$ cat config.mk
export PLATFORM = sky130hd
export DESIGN_NAME = mem3_result_drainer
export DESIGN_NICKNAME = d
export VERILOG_FILES = /design/src/rtl/mem3_result_drainer.sv
export SDC_FILE = /design/constraint.sdc
export NUM_CORES = 1
export LEC_CHECK = 0
export CAP_MARGIN = 20
export CORE_UTILIZATION = 40
export CTS_CLUSTER_SIZE = 10
export DETAILED_ROUTE_END_ITERATION = 16
export PLACE_DENSITY = 0.78
export SETUP_SLACK_MARGIN = 0.3
export SYNTH_ARGS = -nofsm -noshare
export SYNTH_HDL_FRONTEND = slang
export SYNTH_SLANG_ARGS = --single-unit
$ cat constraint.sdc
create_clock -name clk -period 1.7 [get_ports clk]
set_input_delay 0.34 -clock clk [delete_from_list [all_inputs] [get_ports clk]]
set_output_delay 0.34 -clock clk [all_outputs]
set_load 0.02 [all_outputs]
$ cat src/rtl/mem3_result_drainer.sv
// Drains a contiguous, wrapping run of result words from mem3 and presents
// them on a valid/ready stream. Each word is read, captured, then held until it is accepted.
module mem3_result_drainer #(
  parameter int DATA_WIDTH = 32,
  parameter int ADDR_WIDTH = 5,
  parameter int MEM_SIZE   = 32
) (
  input  logic                  clk,
  input  logic                  rst_n,
  input  logic                  start_drain,
  input  logic [ADDR_WIDTH-1:0] start_address,
  input  logic [ADDR_WIDTH:0]   drain_count,
  output logic                  read_en,
  output logic [ADDR_WIDTH-1:0] read_address,
  input  logic [DATA_WIDTH-1:0] data_in,
  output logic                  m_valid,
  input  logic                  m_ready,
  output logic [DATA_WIDTH-1:0] m_data,
  output logic                  m_last,
  output logic                  busy,
  output logic                  done
);

  localparam int CNT_W = ADDR_WIDTH + 1;
  localparam logic [CNT_W-1:0]      MEM_SIZE_C = CNT_W'(MEM_SIZE);
  localparam logic [ADDR_WIDTH-1:0] LAST_ADDR  = ADDR_WIDTH'(MEM_SIZE - 1);

  typedef enum logic [2:0] {
    ST_IDLE,
    ST_ISSUE,
    ST_CAPTURE,
    ST_HOLD,
    ST_DONE
  } state_t;

  state_t                state_q, state_d;
  logic [ADDR_WIDTH-1:0] addr_q, addr_d;
  logic [CNT_W-1:0]      remaining_q, remaining_d;
  logic                  read_en_q, read_en_d;
  logic [ADDR_WIDTH-1:0] read_address_q, read_address_d;
  logic                  m_valid_q, m_valid_d;
  logic [DATA_WIDTH-1:0] m_data_q, m_data_d;
  logic                  m_last_q, m_last_d;
  logic                  busy_q, busy_d;
  logic                  done_q, done_d;
  logic [ADDR_WIDTH-1:0] addr_wrap;

  assign addr_wrap = (addr_q == LAST_ADDR) ? '0 : addr_q + 1'b1;

  // Outputs are computed for the state being entered so every port comes
  // straight from a flop and read_en is high exactly during ISSUE.
  always_comb begin
    state_d        = state_q;
    addr_d         = addr_q;
    remaining_d    = remaining_q;
    read_en_d      = 1'b0;
    read_address_d = read_address_q;
    m_valid_d      = m_valid_q;
    m_data_d       = m_data_q;
    m_last_d       = m_last_q;
    done_d         = 1'b0;

    case (state_q)
      ST_IDLE: begin
        if (start_drain) begin
          if (drain_count != '0) begin
            addr_d         = start_address;
            remaining_d    = (drain_count > MEM_SIZE_C) ? MEM_SIZE_C : drain_count;
            read_en_d      = 1'b1;
            read_address_d = start_address;
            state_d        = ST_ISSUE;
          end else begin
            done_d  = 1'b1;
            state_d = ST_DONE;
          end
        end
      end
      ST_ISSUE: begin
        state_d = ST_CAPTURE;
      end
      ST_CAPTURE: begin
        m_data_d  = data_in;
        m_valid_d = 1'b1;
        m_last_d  = (remaining_q == CNT_W'(1));
        state_d   = ST_HOLD;
      end
      ST_HOLD: begin
        if (m_ready) begin
          m_valid_d   = 1'b0;
          m_last_d    = 1'b0;
          remaining_d = remaining_q - 1'b1;
          addr_d      = addr_wrap;
          if (remaining_q == CNT_W'(1)) begin
            done_d  = 1'b1;
            state_d = ST_DONE;
          end else begin
            read_en_d      = 1'b1;
            read_address_d = addr_wrap;
            state_d        = ST_ISSUE;
          end
        end
      end
      ST_DONE: begin
        state_d = ST_IDLE;
      end
      default: begin
        state_d = ST_IDLE;
      end
    endcase

    busy_d = (state_d != ST_IDLE);
  end

  always_ff @(posedge clk or negedge rst_n) begin
    if (!rst_n) begin
      state_q        <= ST_IDLE;
      addr_q         <= '0;
      remaining_q    <= '0;
      read_en_q      <= 1'b0;
      read_address_q <= '0;
      m_valid_q      <= 1'b0;
      m_data_q       <= '0;
      m_last_q       <= 1'b0;
      busy_q         <= 1'b0;
      done_q         <= 1'b0;
    end else begin
      state_q        <= state_d;
      addr_q         <= addr_d;
      remaining_q    <= remaining_d;
      read_en_q      <= read_en_d;
      read_address_q <= read_address_d;
      m_valid_q      <= m_valid_d;
      m_data_q       <= m_data_d;
      m_last_q       <= m_last_d;
      busy_q         <= busy_d;
      done_q         <= done_d;
    end
  end

  assign read_en      = read_en_q;
  assign read_address = read_address_q;
  assign m_valid      = m_valid_q;
  assign m_data       = m_data_q;
  assign m_last       = m_last_q;
  assign busy         = busy_q;
  assign done         = done_q;

endmodule

# Word level (Yosys, flattened, before mapping)
# Index checks and enable logic that the tools add are counted.
# totals
regBits	56
inputBits	47
out_inout_bits	42
elab_cells	61
# op_classes
n_addsub	2
n_lt_le_gt_ge	1
eq_ne	9
n_mux	31
n_reduce_logical	8
# op_table
cell	n
$mux 5	6
$mux 6	4
$pmux 5 s2	2
$mux 3	4
$pmux 3 s4	1
$pmux 6 s2	1
$mux 1	9
$ne 2x2->1 const B	4
$pmux 1 s2	4
$eq 3x2->1 const B	2
$eq 6x1->1 const B	1
$gt 6x6->1 const B	1
$reduce_bool 6->1	1
$sub 6x1->6 const B	1
$add 5x1->5 const B	1
$eq 5x5->1 const B	1
$reduce_and 5->1	1
$reduce_and 4->1	1
$reduce_bool 2->1	2
$eq 3x1->1 const B	1
$logic_not 3->1	1
$reduce_bool 3->1	1
$reduce_and 2->1	1

# Depth between registers and ports, before layout
# logic_depth
depth_word	5
mapped_depth	7

# Worst setup path before layout
# Ideal clock, no wire load.
# synth_path
kind	reg-to-reg
startpoint	register state_q[2]
endpoint	register remaining_q[1]
setup_time_ps	127
t_arrival_ps	1635
required_time_ps	1573
slack_ps	-63
stages_incl_launch_ff	7
n_path_buf	2
period_less_slack_ps	1763
cell_sequence	dfrtp_1 > buf_6 > nor4b_4 > a21boi_2 > nand2b_1 > buf_6 > mux2_1
# synth_between
elab_chain_len	3
elab_cells_between_ends	8
# synth_rtl
item	line_no	source
start: declaration	36	state_t state_q, state_d;
start signal: assignment	127	state_q <= state_d;
$eq 3x2->1 or $logic_not 3->1 (tied branches)	63	case (state_q)
$ne 2x2->1 (no line) or $reduce_bool 2->1 (tied branches)	--	
$reduce_and 4->1 (no line)	--	
end signal: assignment	129	remaining_q <= remaining_d;
end: declaration	38	logic [CNT_W-1:0] remaining_q, remaining_d;
# Several ways; a longest one is shown, not always the timed one.
# A chain may end at the register's enable or synchronous reset.

# Final worst setup path
# layout_path
startpoint	register state_q[0]
endpoint	register addr_q[0]
# layout_between
elab_chain_len	3
elab_cells_between_ends	8
# layout_rtl
item	line_no	source
$eq 3x2->1 or $logic_not 3->1 (tied branches)	63	
$ne 2x2->1 (no line) or $reduce_bool 2->1 (tied branches)	--	
$reduce_and 4->1 (no line)	--	
end signal: assignment	128	addr_q <= addr_d;
end: declaration	37	logic [ADDR_WIDTH-1:0] addr_q, addr_d;
# Several ways; a longest one is shown, not always the timed one.

==> flow_metrics.py <==
metrics = {
    "sta": {
        "hold_ws_ns": -0.00181,
        "setup_tns_ns": 0,
        "fmax_mhz": 613,
        "rsz0062_at_grt": "true",
        "fin_crit_sh": 0.960,
        "worst_slew_pin_slew_ns": 0.306,
        "period_needed_ns": 1.63,
        "hold_viol": 2,
        "slew_headroom": 0.794,
        "setup_viol": 0,
        "skew_ns": 0.00568,
        "slew_viol_final": 0,
    },
    "clocking": {
        "cts.path.max_buffers": 2,
        "clkTransAtPathRegs_ns": 0.10,
        "cts_tree": "done",
        "cts_sinks": 56,
        "cts_root_buffer": "clkbuf_8",
        "cts_buffers": 5,
        "clock_latency_ns": 0.30,
        "h-tree-depth": 2,
    },
    "placement": {
        "dp_hpwl_microns": 4310,
        "routabilityCongestion": 0.864,
        "io_buffers": 88,
    },
    "synth": {
        "synth-edff-count": 0,
        "async_reset_ff_frac": 1.00,
        "synth_ff_type": "dfrtp_1",
        "yosys_warnings": 0,
        "yosysTopAreaCellShare": 0.554,
        "ys_ff_latch": 56,
        "synth_fp_nets": 250,
        "ys_types": 48,
        "synth.avg_cell_area_sq_um": 12.7,
        "synth_area_leader_cell": "dfrtp_1",
        "ys_top_cells_by_area": "dfrtp_1 (55%), mux2_2 (15%), mux2i_1 (2.4%)",
        "seq_area_frac_synth": 0.554,
        "synthCells": 199,
        "syn_area_sq_um": 2530,
    },
    "power_and_ir_drop": {
        "irDropWorstVdd_uv": 1040,
        "power_frac_seq": 0.289,
        "power_leakage_nw": 1.96,
        "power_switching_mw": 3.18,
        "combPwrFrac": 0.601,
        "p_int_mw": 5.18,
        "p_clk_frac": 0.110,
        "p_per_area_nw_per_um2": 1950,
        "swShare": 0.380,
    },
    "worst_setup_path": {
        "critPathMaxFanout": 5,
        "worstSetupEndpointType": "flop",
        "crit_arrival_ns": 1.83,
        "cp.required_ns": 1.90,
        "start_kind": "flop",
        "crit_type": "flop to flop",
    },
    "layout": {
        "drive_gt1_frac": 0.359,
        "antenna_cells": 0,
        "syn_to_final_growth_pct": 69.3,
        "num-nets-final": 376,
    },
    "min_path": {
        "hold_class": "input port to async pin",
    },
    "floorplanning": {
        "core_area_sq_um": 6030,
        "io_pins": 89,
        "die_w_microns": 81.5,
        "start_util": 0.420,
        "chipHeight_microns": 81.5,
        "dieArea_sq_um": 6640,
        "rows": 28,
    },
    "detailed_routing": {
        "drt_wl_total_microns": 6710,
        "drc_errors": 0,
        "via_per_inst": 5.23,
        "dr.pass1.iters": 4,
        "vias": 2096,
        "drt_iter0_markers": 85,
        "wl_per_cell_microns": 16.7,
        "ant_nets": 0,
    },
    "run_status": {
        "violations": "negative hold slack",
        "status": "finished, violations left",
    },
    "global_route": {
        "grt_use_total": 0.195,
        "grt.overflow.total": 0,
        "grt_pass1_wl_microns": 9740,
        "grt_pass1_vias": 2072,
        "antenna_found_initial": 0,
        "grt_max_degree": 57,
    },
    "job": {
        "drv_cap": 0,
    },
}
[critical path: stages (launching register included)]
cell	delay, ns
dfrtp_2	0.45
nor4b_4	0.32
a21boi_4	0.26
nand2b_4	0.20
mux2_4	0.30
[synth_stat cells (2+ instances only)]
cell type  number
nand3_1         3
buf_6           2
a22oi_1         3
o22ai_1         2
nand2b_1        4
o21ai_0         7
a21oi_1         5
buf_2           4
o31ai_1         3
clkbuf_1        2
dfrtp_1        56
mux2_2         33
mux2i_1         6
mux2_1          2
nor4_1          3
nand2_1         4
inv_1          11
nor2_1          7
nand3b_1        3
ha_1            4
o22a_1          4
nor3_1          5
[per-stage QoR]
| stage | power [mW] | utilization | std cells | setup slack (ns) | cell area [sq um] |
|---|---|---|---|---|---|
| CTS | 7.59 | 0.663 | 395 | 0.0609 | 3990 |
| global placement | 6.25 | 0.608 | 377 | -0.278 | 3660 |
| finish | 8.35 | 0.710 | 401 | 0.0684 | 4280 |
| detailed placement | 6.37 | 0.608 | 377 | -0.324 | 3660 |
| global route | 8.83 | 0.710 | 401 | 0.00778 | 4280 |
| floorplan | 4.66 | - | 199 | -0.0586 | 2550 |
[power by group through the flow]
stage / Combinational, mW / Sequential (mW) / Clock (mW)
6_report: 5.02 / 2.42 / 0.918
3_3_place_gp: 3.88 / 2.37 / 0
2_1_floorplan: 1.71 / 2.95 / 0
4_1_cts: 4.29 / 2.36 / 0.948
3_5_place_dp: 3.98 / 2.39 / 0
5_1_grt: 5.35 / 2.49 / 0.994
[per-layer routing]
| metal | GRT usage | up-vias | wire length, microns |
|---|---|---|---|
| li1 | - | 969 | - |
| met1 | 0.236 | 1032 | 2790 |
| met2 | 0.346 | 86 | 3390 |
| met3 | 0.0389 | 9 | 423 |
| met4 | 0.0607 | 0 | 102 |
| met5 | 0 | - | 0 |
[area by class of cell]
| cell class | instances | area, sq um |
|---|---|---|
| clock buffers | 6 | 82.6 |
| clock inverters | 2 | 38.8 |
| fillers | 432 | 1750 |
| inverters | 11 | 41.3 |
| multi-input cells | 123 | 1360 |
| flip-flops and latches | 56 | 1410 |
| well taps | 75 | 93.8 |
| repair buffers | 128 | 1260 |
[cells by family (layout without fill, tap and decap cells)]
group,count (synthesis),after routing,share of synthesized area
flip-flops,56,56,0.554
adder cells (fa/ha/maj),4,4,0.0198
AND/OR/NAND/NOR,40,40,0.0965
AO/OA/AOI/OAI,35,35,0.0980
multiplexers,42,42,0.186
XOR/XNOR,2,2,0.00693
buffers and inverters,20,147,0.0391
[registers in the layout (all words and copies together), names as in the netlist]
name and cells:
m_data 32, m_last 1, remaining_q 6, done 1, addr_q 5, m_valid 1
busy 1, read_address 5, state_q 3, read_en 1
[worst paths after layout]
kind / from / endpoint / slack, ns / cells after the start
hold reg to reg: m_valid$_DFFE_PN0P_ / m_valid$_DFFE_PN0P_ / 0.49 / 1
min in group clk: m_valid$_DFFE_PN0P_ / m_valid$_DFFE_PN0P_ / 0.49 / 1
hold / removal: rst_n / read_address[2]$_DFFE_PN0P_ / -0.002 / 2
setup reg to reg: state_q[0]$_DFF_PN0_ / addr_q[0]$_DFFE_PN0P_ / 0.07 / 4
max in group asynchronous: rst_n / state_q[1]$_DFF_PN0_ / 1.41 / 2
setup / recovery: state_q[0]$_DFF_PN0_ / addr_q[0]$_DFFE_PN0P_ / 0.07 / 4
[timing repair]
action / CTS / global route
hold buffers: 0 / 0
pin swaps: 3 / 7
gates resized for setup: 75 / 58
buffers inserted: 8 / 5
cloned: 2 / 1
endpoints found under the setup margin: 94 / 58
[layout by cell type (no fill, tap or decap), drive strengths merged, types with 5 or more instances in the layout]
master          n
buf            40
clkdlybuf4s15   7
mux2i           6
a21oi           6
inv            11
dlygate4sd2    38
mux2           36
nor2            8
nor3            5
dfrtp          56
clkbuf          7
o21ai           7
clkdlybuf4s50  41
Power figures use the tool's default switching activity.
